File: src/rtl/fifo_uart_tx_12bit.sv
// -----------------------------------------------------------------------------
// fifo_uart_tx_12bit
//
// Reads 12-bit sample words from the read side of the 16x12 sample FIFO and
// sends each word to the host over a UART line. Each word goes out as two
// 8N1 frames, LSB first:
//   byte0 = {2'b10, word[11:6]}  -- bit7 set marks the first byte of a word
//   byte1 = {2'b00, word[5:0]}
// One word takes 20*CLKS_PER_BIT cycles on the line. Words sent back to back
// have a 2-cycle idle-high gap between them (the POP and LATCH cycles).
//
// Parameters:
//   CLKS_PER_BIT  clk cycles per UART bit, 2..65535 (434 = 50 MHz / 115200)
//   CNT_WIDTH     width of the baud counter; must hold CLKS_PER_BIT-1
//
// Ports:
//   clk         system clock
//   rst         asynchronous, active-high reset. It aborts any word in flight
//               and drives tx high at once.
//   enable      level; allows a new word to start (a word in flight always
//               completes)
//   fifo_empty  FIFO empty flag; sampled only in IDLE and at the end of a
//               word's final stop bit
//   fifo_data   FIFO registered read data, valid the cycle after fifo_rd_en
//   fifo_rd_en  one-cycle FIFO read strobe
//   tx          UART serial line, idle high
//   busy        high from the POP cycle to the end of the last stop bit
//   words_sent  count of fully transmitted words, wraps at 16 bits
// -----------------------------------------------------------------------------
module fifo_uart_tx_12bit #(
  parameter int unsigned CLKS_PER_BIT = 434,
  parameter int unsigned CNT_WIDTH    = 16
) (
  input  logic        clk,
  input  logic        rst,
  input  logic        enable,
  input  logic        fifo_empty,
  input  logic [11:0] fifo_data,
  output logic        fifo_rd_en,
  output logic        tx,
  output logic        busy,
  output logic [15:0] words_sent
);

  // ---------------------------------------------------------------------------
  // State encoding
  // ---------------------------------------------------------------------------
  localparam logic [2:0] IDLE  = 3'd0;  // line idle, waiting for a word
  localparam logic [2:0] POP   = 3'd1;  // read strobe to the FIFO
  localparam logic [2:0] LATCH = 3'd2;  // capture the FIFO's registered data
  localparam logic [2:0] START = 3'd3;  // start bit (low)
  localparam logic [2:0] DATA  = 3'd4;  // 8 data bits, LSB first
  localparam logic [2:0] STOP  = 3'd5;  // stop bit (high)

  // Last value of the baud counter within one bit period.
  localparam logic [CNT_WIDTH-1:0] BAUD_LAST = CNT_WIDTH'(CLKS_PER_BIT - 1);

  // ---------------------------------------------------------------------------
  // Internal signals
  // ---------------------------------------------------------------------------
  logic [2:0]           state;
  logic [2:0]           state_next;
  logic [CNT_WIDTH-1:0] baud_cnt;
  logic                 bit_done;    // final cycle of the current bit period
  logic [2:0]           bit_idx;     // data bit being sent, 0..7
  logic                 byte_sel;    // 0: sending byte0, 1: sending byte1
  logic [11:0]          word_reg;    // word being sent
  logic [7:0]           shift_reg;   // byte being serialised; bit0 on the line
  logic                 word_ready;  // a new word may start
  logic                 tx_next;

  assign bit_done   = (baud_cnt == BAUD_LAST);
  assign word_ready = enable && !fifo_empty;

  // ---------------------------------------------------------------------------
  // Next-state logic
  // ---------------------------------------------------------------------------
  always_comb begin
    // NOTE: assign a default before the case so every path sets state_next;
    // otherwise synthesis infers a latch.
    state_next = state;
    case (state)
      IDLE:  if (word_ready) state_next = POP;
      POP:   state_next = LATCH;
      LATCH: state_next = START;
      START: if (bit_done) state_next = DATA;
      DATA:  if (bit_done && (bit_idx == 3'd7)) state_next = STOP;
      STOP: begin
        if (bit_done) begin
          if (!byte_sel)       state_next = START;  // byte1 follows, no gap
          else if (word_ready) state_next = POP;    // next word, 2-cycle gap
          else                 state_next = IDLE;
        end
      end
      default: state_next = IDLE;
    endcase
  end

  // ---------------------------------------------------------------------------
  // State register
  // ---------------------------------------------------------------------------
  always_ff @(posedge clk or posedge rst) begin
    // NOTE: sequential state uses non-blocking assignments. Every flop then
    // samples pre-edge values, whatever order the blocks are evaluated in.
    if (rst) state <= IDLE;
    else     state <= state_next;
  end

  // ---------------------------------------------------------------------------
  // Baud counter: runs only while a frame is on the line. It restarts at 0 on
  // every bit boundary, so each bit lasts exactly CLKS_PER_BIT cycles.
  // ---------------------------------------------------------------------------
  always_ff @(posedge clk or posedge rst) begin
    if (rst) begin
      baud_cnt <= '0;
    end else if ((state == START) || (state == DATA) || (state == STOP)) begin
      if (bit_done) baud_cnt <= '0;
      else          baud_cnt <= baud_cnt + 1'b1;
    end else begin
      baud_cnt <= '0;
    end
  end

  // ---------------------------------------------------------------------------
  // Word / byte datapath
  // ---------------------------------------------------------------------------
  always_ff @(posedge clk or posedge rst) begin
    if (rst) begin
      word_reg  <= '0;
      shift_reg <= '0;
      bit_idx   <= '0;
      byte_sel  <= 1'b0;
    end else begin
      case (state)
        LATCH: begin
          // fifo_data is valid in this cycle only, one cycle after the strobe.
          word_reg  <= fifo_data;
          shift_reg <= {2'b10, fifo_data[11:6]};
          byte_sel  <= 1'b0;
          bit_idx   <= '0;
        end
        START: begin
          if (bit_done) bit_idx <= '0;
        end
        DATA: begin
          if (bit_done) begin
            shift_reg <= shift_reg >> 1;
            bit_idx   <= bit_idx + 1'b1;
          end
        end
        STOP: begin
          if (bit_done && !byte_sel) begin
            shift_reg <= {2'b00, word_reg[5:0]};
            byte_sel  <= 1'b1;
          end
        end
        default: ;
      endcase
    end
  end

  // ---------------------------------------------------------------------------
  // Serial line value for the next cycle. tx is registered so the line never
  // glitches on state decoding.
  // ---------------------------------------------------------------------------
  always_comb begin
    tx_next = 1'b1;
    case (state_next)
      START: tx_next = 1'b0;
      DATA: begin
        if (state == START)  tx_next = shift_reg[0];  // first data bit
        else if (bit_done)   tx_next = shift_reg[1];  // bit about to shift in
        else                 tx_next = tx;            // hold within the bit
      end
      default: tx_next = 1'b1;
    endcase
  end

  // ---------------------------------------------------------------------------
  // Registered outputs. tx resets to 1, so an asserted rst drives the line
  // idle-high at once, without waiting for a clock edge.
  // ---------------------------------------------------------------------------
  always_ff @(posedge clk or posedge rst) begin
    if (rst) begin
      tx         <= 1'b1;
      fifo_rd_en <= 1'b0;
      busy       <= 1'b0;
      words_sent <= '0;
    end else begin
      tx         <= tx_next;
      // The strobe is decided from fifo_empty in the cycle before POP. The
      // FIFO cannot go empty without a read, so it is still non-empty here.
      fifo_rd_en <= (state_next == POP);
      busy       <= (state_next != IDLE);
      if ((state == STOP) && bit_done && byte_sel)
        words_sent <= words_sent + 16'd1;
    end
  end

endmodule

File: config.mk
export PLATFORM = sky130hd
export DESIGN_NAME = fifo_uart_tx_12bit
export DESIGN_NICKNAME = d
export VERILOG_FILES = /design/src/rtl/fifo_uart_tx_12bit.sv
export SDC_FILE = /design/constraint.sdc
export NUM_CORES = 1
export LEC_CHECK = 0
export CAP_MARGIN = 10
export CORE_AREA = 2 2 75 77
export CTS_CLUSTER_DIAMETER = 60
export DETAILED_ROUTE_END_ITERATION = 16
export DIE_AREA = 0 0 77 79
export PLACE_DENSITY = 0.77
export REMOVE_ABC_BUFFERS = 1
export SLEW_MARGIN = 15
export SYNTH_ARGS = -nofsm -noshare
export SYNTH_HDL_FRONTEND = slang
export SYNTH_SLANG_ARGS = --single-unit
File: constraint.sdc
create_clock -name clk -period 2.75 [get_ports clk]
set_input_delay 0.4125 -clock clk [delete_from_list [all_inputs] [get_ports clk]]
set_output_delay 0.4125 -clock clk [all_outputs]
set_load 0.01 [all_outputs]
# == Yosys cells after proc, flatten, opt, wreduce, memory -nomap -nowiden ==
# Cells that the tools add are included.
# classes
n_mux,20
n_bitwise,0
n_lt_le_gt_ge,0
n_addsub,3
n_div,0
n_reduce_logical,17
mul,0
n_shift,0
eq_ne,14
# op_table
cell,count
"16-bit by 1-bit adder with 16-bit output, second input constant",2
16-bit two-way mux,2
8-bit one-hot mux with 3 select lines,1
3-bit two-way mux,6
3-bit one-hot mux with 6 select lines,1
"16-bit by 9-bit == test with 1-bit output, second input constant",1
8-bit two-way mux,2
"3-bit == test, second input constant",4
"3-bit by 2-bit == test with 1-bit output, second input constant",3
3-bit one-hot mux with 3 select lines,1
3-bit nonzero test,3
"3-bit by 1-bit == test with 1-bit output, second input constant",2
3-bit AND reduction,2
1-bit logical AND,5
1-bit two-way mux,4
"2-bit != test, second input constant",2
1-bit one-hot mux with 2 select lines,2
"3-bit by 1-bit adder with 3-bit output, second input constant",1
3-bit logical NOT,1
"3-bit != test, second input constant",1
1-bit logical NOT,2
1-bit logical OR,2
2-bit two-way mux,1
"2-bit by 1-bit != test with 1-bit output, second input constant",1
other kinds (2),2
# word_totals
elab_cells,64
ram_bits,0
latchBits,0
memories,0
regBits,56
mem_bits_ro,0

# == Longest topological paths before layout ==
# Gate-level depths: netlist of run 1.
# depth
ltp_word,8
depth_mapped,7
ltp_nobuf,7

# == Worst setup path after synthesis of run 1 ==
# Ideal clock, no wire load.
# synth_timing
path_type,register to register
from,register baud_cnt[1]
to,register shift_reg[0]
stages_incl_launch_ff,8
t_arrival_ps,1808
setup_slack_ps,817
path_cell_list,dfrtp_1 > inv_1 > ha_1 > nor4b_4 > and4_1 > nand3_2 > o22ai_4 > mux2_4
# synth_between
elab_chain_len,4
word_cells_on_any_way,5
# synth_rtl
item,line_no,text
"start, declared",63,logic [CNT_WIDTH-1:0] baud_cnt;
"start signal, assigned",118,else baud_cnt <= baud_cnt + 1'b1;
16-bit by 9-bit == test with 1-bit output *,72,assign bit_done = (baud_cnt == BAUD_LAST);
1-bit logical AND,152,if (bit_done && !byte_sel) begin
2-bit by 1-bit != test with 1-bit output (no source line),n/a,
3-bit AND reduction (no source line) *,n/a,
"end signal, assigned",138,"shift_reg <= {2'b10, fifo_data[11:6]};"
"end signal, assigned",147,shift_reg <= shift_reg >> 1;
"end signal, assigned",153,"shift_reg <= {2'b00, word_reg[5:0]};"
"end, declared",68,logic [7:0] shift_reg;
# Every way passes the cells marked *; elsewhere a longest branch is shown, timed or not.
# A chain may end at the register's enable or synchronous reset.

# == Final worst setup path of run 1 ==
# layout_timing
from,register baud_cnt[1]
to,register shift_reg[5]
# Same word-level chain as after synthesis.

==> metrics.csv, run 1 <==
metric;value;unit
status;completed;
p_int;1.07;mW
ir_drop;244;uV
synth_area;2840;um^2
rows;27;
synth_cell_types;40;
clk_latency;310;ps
power_frac_comb;4.2;%
worstMarginPinSlew;722;ps
power.total;1.36;mW
cts_made_buffers;5;
rsz0062_at_grt;false;
area_growth;18.5;%
cts_tree;done;
dp_hpwl;3.95;mm
hold_end;words_sent[15];
final_area;3360;um^2
slew-limit-headroom;51.8;%
htreeDepth;2;
hold_viol;0;
final_util;63.0;%
synthArstFlopShare;100;%
worst_ep_required_time;2960;ps
ios;35;
synthTopCellsByArea;dfrtp_1 48%, xnor2_1 5.6%, nor2_1 3.6%;
seq_area_frac_synth;49.4;%
final_nets;318;
antenna_cells;0;
rr_endpoint;shift_reg[5];
synth_ff_type;dfrtp_1;
drc;0;
crit_type;reg -> reg;
grt_pass1_vias;2023;
syn_inst;259;
drive_gt1_share;12.4;%
drtIter0Drc;96;
fin_crit;2140;ps
hp-class;reg -> reg;
drt_first_pass_iters;4;
wl;5.39;mm
start_util;53.2;%
syn_area_per_cell;11.0;um^2
fin_crit_sh;77.9;%
hp-start;words_sent[15];
setup_viol;0;
final_cell_mix;55 x dfrtp_1, 34 x clkdlybuf4s50_1, 27 x nor2_1;
swShare;21.5;%
powerDensity;404;nW/um^2
vias_per_cell;5.59;
drv_cap;0;
yosysTopAreaCell;dfrtp_1;
grt-ovfl-total;0;
clockRootBuffer;clkbuf_8;
reg2regPathDepth;7;
clockBufferDepth;2;
port_buffers;34;
coreArea;5340;um^2
clkTransAtPathRegs;100;ps
r2r_start;baud_cnt[1];
wl_per_cell;14.6;um
place.gp.congestion;0.812;
grt_pass1_wl;9.28;mm
cp-start-kind;register;
cts_resized;0;
die_h;79;um
crit_fanout;7;
ys_seq_elements;56;
hold_buffers;0;
cts_setup_buffers;0;
dpl-instance-area;3270;um^2
slew_viol_final;0;
min_path_cells;1;
cp_data_arrival_time;2350;ps
cts.sinks;56;
max_freq;467;MHz
clock_power_share;34.2;%
p_leak;1.55;nW
final.setup.tns;0;ps
regToRegSetupSlack;610;ps
synth_warnings;0;
sequentialPowerShare;61.6;%
finClkSkew;9.34;ps
drtAntennaViolNets;0;
setup.worst_path.end_class;register;
die_x;77;um
antenna_found_initial;0;
grt_max_degree;36;
netlist.area_leader.share;48.5;%
final_common_cell;dfrtp_1;
synth-edff-count;0;
vias;2068;
die_area;6080;um^2
p_switching;292;uW
grt_usage;19.3;%
worst max-delay path by stage:
stage,from,cells past startpoint,endpoint,slack (ps)
final,baud_cnt[1],7,shift_reg[5],610
after global routing,baud_cnt[1],7,shift_reg[5],500
after CTS,baud_cnt[1],7,shift_reg[5],610
after detailed placement,baud_cnt[1],7,shift_reg[3],630
after global placement,baud_cnt[1],7,shift_reg[3],720
after floorplan,baud_cnt[1],7,shift_reg[0],810
kinds of logic after synthesis:
group	share of synthesized area (%)
fa+ha+maj	2.20
buf+inv	2.07
simple gates	21.3
xor+xnor	8.95
compound gates	6.92
flops	49.4
mux	9.12
stage by stage:
| step | hold WS [ps] | setup WS, ps | instances |
|---|---|---|---|
| 5_1_grt | 495 | 502 | 370 |
| 3_5_place_dp | 462 | 626 | 362 |
| 6_report | 478 | 607 | 370 |
| 2_1_floorplan | 454 | 811 | 252 |
| 3_3_place_gp | 461 | 716 | 362 |
| 4_1_cts | 479 | 612 | 370 |
synthesized netlist by cell type (2+ instances only):
master    number
nand2b_1       2
mux2i_1        9
nor4b_4        2
xor2_1        11
a22oi_1        2
nand2_1       23
o21ai_0       18
nor3_1         4
nor2b_1        2
inv_1          8
clkbuf_1       4
dfrtp_1       55
and3_1         5
nor2_1        27
nand4_1        5
xnor2_1       18
mux2_4         6
mux2_2         7
nor4_1         2
ha_1           5
nand3_1       12
a21oi_1        4
and4_1         6
a31oi_1        3
buf_2          2
nor4_4         3
area by class of cell:
cell class / count / area [um^2]
fillers: 485 / 1970
flip-flops and latches: 56 / 1400
multi-input cells: 188 / 1380
repair buffers: 38 / 370
well taps: 72 / 90.1
clock buffers: 6 / 82.6
inverters: 8 / 30.0
clock inverters: 2 / 10.0
worst max-delay path: stages (launching register included):
cell and delay (ps):
dfrtp_1 420, inv_1 70, ha_1 160, nor4b_4 270, and4_1 310, nand3_2 130
o22ai_4 340, mux2_4 340
per-layer routing:
layer | share of wire [%] | track usage [%]
met1 | 44 | 23.8
met2 | 51 | 34.2
met3 | 3.2 | 3.41
met4 | 1.7 | 7.14
met5 | 0 | 0
power by group through the flow:
| stage | Clock [mW] | Sequential, mW | Combinational, mW |
|---|---|---|---|
| after floorplan | 0 | 0.851 | 0.0284 |
| after global placement | 0 | 0.853 | 0.0568 |
| after detailed placement | 0 | 0.853 | 0.0584 |
| after CTS | 0.474 | 0.837 | 0.0586 |
| after global routing | 0.507 | 0.838 | 0.0646 |
| final | 0.464 | 0.837 | 0.0567 |
No activity file was read; power rests on OpenSTA's default activity.
==> run 2, diff against run 1 <==
--- a/config.mk
+++ b/config.mk
@@ -6,11 +6,11 @@
 export NUM_CORES = 1
 export LEC_CHECK = 0
 export CAP_MARGIN = 10
-export CORE_AREA = 2 2 75 77
+export CORE_AREA = 2 2 79 81
 export CTS_CLUSTER_DIAMETER = 60
 export DETAILED_ROUTE_END_ITERATION = 16
-export DIE_AREA = 0 0 77 79
-export PLACE_DENSITY = 0.77
+export DIE_AREA = 0 0 81 83
+export PLACE_DENSITY = 0.73
 export REMOVE_ABC_BUFFERS = 1
 export SLEW_MARGIN = 15
 export SYNTH_ARGS = -nofsm -noshare
==> constraint.sdc (replaced) <==
create_clock -name clk -period 1.91 [get_ports clk]
set_input_delay 0.2865 -clock clk [delete_from_list [all_inputs] [get_ports clk]]
set_output_delay 0.2865 -clock clk [all_outputs]
set_load 0.01 [all_outputs]
==> metrics.csv, run 2 (synthesis results as in run 1) <==
metric;value;unit
status;finished with violations;
violations;negative setup slack;
ios;35;
drtAntennaViolNets;0;
drv_cap;0;
die_x;81;um
crit_type;reg -> reg;
final_common_cell;dfrtp_1;
cpPeakStageDelay;380;ps
antenna_cells;0;
fin_crit;1920;ps
rr_endpoint;shift_reg[5];
met2WireLength;2.82;mm
crit_chain;inv_1 -> ha_2 -> nor4b_4 -> and4_4 -> nand3_4 -> o22ai_4 -> buf_12 -> mux2_4;
met1_length;2.55;mm
coreArea;5820;um^2
rows;28;
grt_pass1_wl;10.2;mm
wl_per_cell;14.1;um
drtIter0Drc;122;
clk_latency;310;ps
clockBufferDepth;2;
slew_viol_final;0;
cp-start-kind;register;
p_leak;1.72;nW
htreeDepth;2;
grt-ovfl-total;0;
die_h;83;um
max_freq;520;MHz
dpl-instance-area;3490;um^2
area_growth;28.7;%
place.gp.congestion;0.878;
drive_gt1_share;21.5;%
fin_crit_sh;101;%
setup.worst_path.end_class;register;
finClkSkew;9.97;ps
reg2regPathDepth;8;
hold_buffers;0;
wl;5.65;mm
hp-class;in -> async;
final_cell_mix;55 x dfrtp_1, 34 x clkdlybuf4s50_1, 28 x buf_4;
worst-path-buf-inv;2;
cts_made_buffers;5;
top_layer;met4;
wl_met3;190;um
final_area;3650;um^2
grt_usage;19.0;%
powerDensity;537;nW/um^2
drt_first_pass_iters;4;
drc;0;
ir_drop;356;uV
dpl.cell_count;390;
cp_data_arrival_time;2130;ps
clkTransAtPathRegs;100;ps
vias;2123;
grt_max_degree;22;
setup_viol;6;
cts_tree;done;
grt_pass1_vias;2182;
rsz0062_at_grt;true;
final_nets;346;
crit_family;simple AND/OR/NAND/NOR gates;
r2r_start;baud_cnt[1];
vias_per_cell;5.29;
start_util;48.8;%
antenna_found_initial;0;
finalNonFillerCells;401;
port_buffers;34;
slew-limit-headroom;70.4;%
regToRegSetupSlack;-10;ps
crit_fanout;7;
worst_ep_required_time;2110;ps
critPathSlowestCell;dfrtp_1;
hold_viol;0;
setup_ws;-14.8;ps
worstMarginPinSlew;443;ps
dp_hpwl;4.16;mm
cts.sinks;56;
clockRootBuffer;clkbuf_8;
die_area;6720;um^2
run 2: cell types whose count changed in the layout (fill, tap and decap cells not counted), sizes merged:
cell / before / now
clkinv: 2 / 0
clkbuf: 6 / 7
clkinvlp: 0 / 1
buf: 4 / 32
run 2: how the worst max path moves through the flow:
stage | startpoint | to | slack (ps) | cells past startpoint
finish | baud_cnt[1] | shift_reg[5] | -10 | 8
global route | baud_cnt[1] | words_sent[15] | -140 | 8
CTS | baud_cnt[1] | state[0] | 0.06 | 8
detailed placement | baud_cnt[1] | bit_idx[1] | -140 | 9
global placement | baud_cnt[1] | words_sent[8] | -30 | 8
floorplan | baud_cnt[1] | shift_reg[0] | -30 | 7
run 2: worst register-to-register path: stages, from the launching register on:
cell and delay, ps:
dfrtp_1 380, inv_1 70, ha_2 180, nor4b_4 220
and4_4 280, nand3_4 80, o22ai_4 150, buf_12 150
mux2_4 300
run 2: layout make-up:
type | instances | area (um^2)
Fill cell | 481 | 2160
Multi-Input combinational cell | 188 | 1410
Sequential cell | 56 | 1400
Timing Repair Buffer | 66 | 622
Tap cell | 75 | 93.8
Clock buffer | 7 | 86.3
Inverter | 8 | 30.0
Clock inverter | 1 | 7.51
run 2: per-stage QoR:
step	setup WS, ps	hold WS, ps	power [mW]	utilization [%]	setup TNS, ps
CTS	0.0566	278	1.99	62.3	0
detailed placement	-140	470	1.32	60.0	-1530
floorplan	-29.2	438	1.27	-	-175
global route	-137	317	2.05	62.8	-2230
global placement	-26.5	460	1.31	60.0	-83.2
finish	-14.8	268	1.96	62.8	-64.2
run 2: power by group:
group / total [mW] / internal (mW) / switching [mW]
Sequential: 1.21 / 1.20 / 0.00764
Combinational: 0.0857 / 0.0500 / 0.0357
Clock: 0.670 / 0.295 / 0.375
run 2: timing repair:
action,CTS,global route
endpoints found under the setup margin,24,29
cloned,0,0
buffers inserted,1,2
gates resized for setup,4,6
pin swaps,4,5
run 2: metal layers:
metal	vias up	GRT usage, %
met4	0	4.78
met1	1034	25.0
li1	1043	-
met3	7	3.70
met2	39	32.0
met5	-	0
==> run 3, diff against run 2 <==
--- a/config.mk
+++ b/config.mk
@@ -10,7 +10,8 @@
 export CTS_CLUSTER_DIAMETER = 60
 export DETAILED_ROUTE_END_ITERATION = 16
 export DIE_AREA = 0 0 81 83
-export PLACE_DENSITY = 0.73
+export GPL_ROUTABILITY_DRIVEN = 0
+export PLACE_DENSITY = 0.74
 export REMOVE_ABC_BUFFERS = 1
 export SLEW_MARGIN = 15
 export SYNTH_ARGS = -nofsm -noshare
==> metrics.csv, run 3 (synthesis results as in run 1) <==
metric;value;unit
setup_ws;17.1;ps
dp_slack;-132;ps
status;completed;
cts_tree;done;
hold_buffers;0;
antenna_cells;0;
die_x;81;um
rows;28;
die_h;83;um
drt_first_pass_iters;4;
clkTransAtPathRegs;100;ps
ir_drop;336;uV
clockBufferDepth;2;
hp-class;in -> async;
grt_pass1_wl;10.3;mm
wl;5.66;mm
dpl.cell_count;390;
final_common_cell;dfrtp_1;
drtIter0Drc;120;
cp_data_arrival_time;2090;ps
p_leak;1.70;nW
htreeDepth;2;
cpPeakStageDelay;390;ps
final_nets;345;
vias_per_cell;5.32;
drive_gt1_share;20.9;%
cts_made_buffers;5;
regArea;1400;um^2
setup_viol;0;
antenna_found_initial;0;
crit_fanout;5;
drc;0;
coreArea;5820;um^2
cp-start-kind;register;
crit_chain;inv_1 -> ha_2 -> nor4b_4 -> buf_4 -> nand4_4 -> nor2_2 -> mux2_2;
powerDensity;534;nW/um^2
clockRootBuffer;clkbuf_8;
die_area;6720;um^2
area_growth;27.9;%
clk_latency;310;ps
final_cell_mix;55 x dfrtp_1, 34 x clkdlybuf4s50_1, 28 x buf_4;
setup.worst_path.end_class;register;
drtAntennaViolNets;0;
final.setup.tns;0;ps
r2r_start;baud_cnt[1];
ios;35;
hold_viol;0;
multi_input_area;1410;um^2
fin_crit_sh;99.1;%
startpoint;baud_cnt[1];
worstMarginPinSlew;401;ps
worst_ep_required_time;2110;ps
n_fill_cell;507;
port_buffers;34;
crit_type;reg -> reg;
drv_cap;0;
grt-ovfl-total;0;
slew_viol_final;0;
max_freq;528;MHz
dp_hpwl;4.32;mm
grt_pass1_vias;2234;
vias;2126;
finClkSkew;13.0;ps
slew-limit-headroom;73.1;%
grt_usage;19.0;%
rsz0062_at_grt;true;
wl_per_cell;14.2;um
grt_max_degree;20;
finalNonFillerCells;400;
start_util;48.8;%
fin_crit;1890;ps
critPathSlowestCell;dfrtp_1;
cts.sinks;56;
power.total;1.94;mW
-- run 3: cell count changes in the layout (fill, tap and decap cells not counted), sizes merged --
cell,before,now
clkinv,0,1
clkbuf,7,6
buf,32,31
-- run 3: per-layer routing --
layer / track usage (%) / part of all wire, % / vias up
li1: - / - / 1045
met1: 25.3 / 45 / 1039
met2: 31.9 / 51 / 35
met3: 2.83 / 2.8 / 7
met4: 5.39 / 1.4 / 0
met5: 0 / 0 / -
-- run 3: metrics by stage --
step	hold WS [ps]	instance area (um^2)	util [%]
2_1_floorplan	438	2810	-
3_3_place_gp	462	3490	60.0
3_5_place_dp	470	3490	60.0
4_1_cts	287	3620	62.3
5_1_grt	325	3630	62.5
6_report	269	3630	62.5
-- run 3: final cells by class --
type | count | area share [%]
clock buffer | 6 | 2.00
clock inverter | 2 | 0.448
inverter | 8 | 0.827
multi-input combinational | 188 | 38.7
sequential | 56 | 38.6
tap | 75 | 2.58
timing repair buffer | 65 | 16.8
-- run 3: path summary, 6_finish.rpt --
kind | endpoint | slack, ps | cells after the start
setup reg to reg | words_sent[1] | 20 | 7
hold reg to reg | words_sent[9] | 490 | 1
max in group asynchronous | baud_cnt[11] | 1070 | 3
min in group clk | words_sent[9] | 490 | 1
hold / removal | words_sent[14] | 270 | 2
setup / recovery | words_sent[1] | 20 | 7
-- run 3: critical path: cells and delay by family (launching register included) --
kind | cells | cell delay, ps
simple gates | 3 | 640
buf+inv | 2 | 230
flops | 1 | 390
fa+ha+maj | 1 | 180
mux | 1 | 360
-- run 3: what timing repair did --
action,4_1_cts,5_1_grt
pin swaps,5,3
gates resized for setup,6,3
setup endpoints to repair,26,28
buffers inserted,1,1
gates cloned,0,0
endpoints found under the hold margin,0,0
-- run 3: report_power, final --
| part | switching (mW) | internal, mW | total [mW] |
|---|---|---|---|
| logic | 0.0357 | 0.0512 | 0.0869 |
| registers | 0.00831 | 1.20 | 1.21 |
| clock network | 0.384 | 0.262 | 0.646 |
| total | 0.428 | 1.51 | 1.94 |
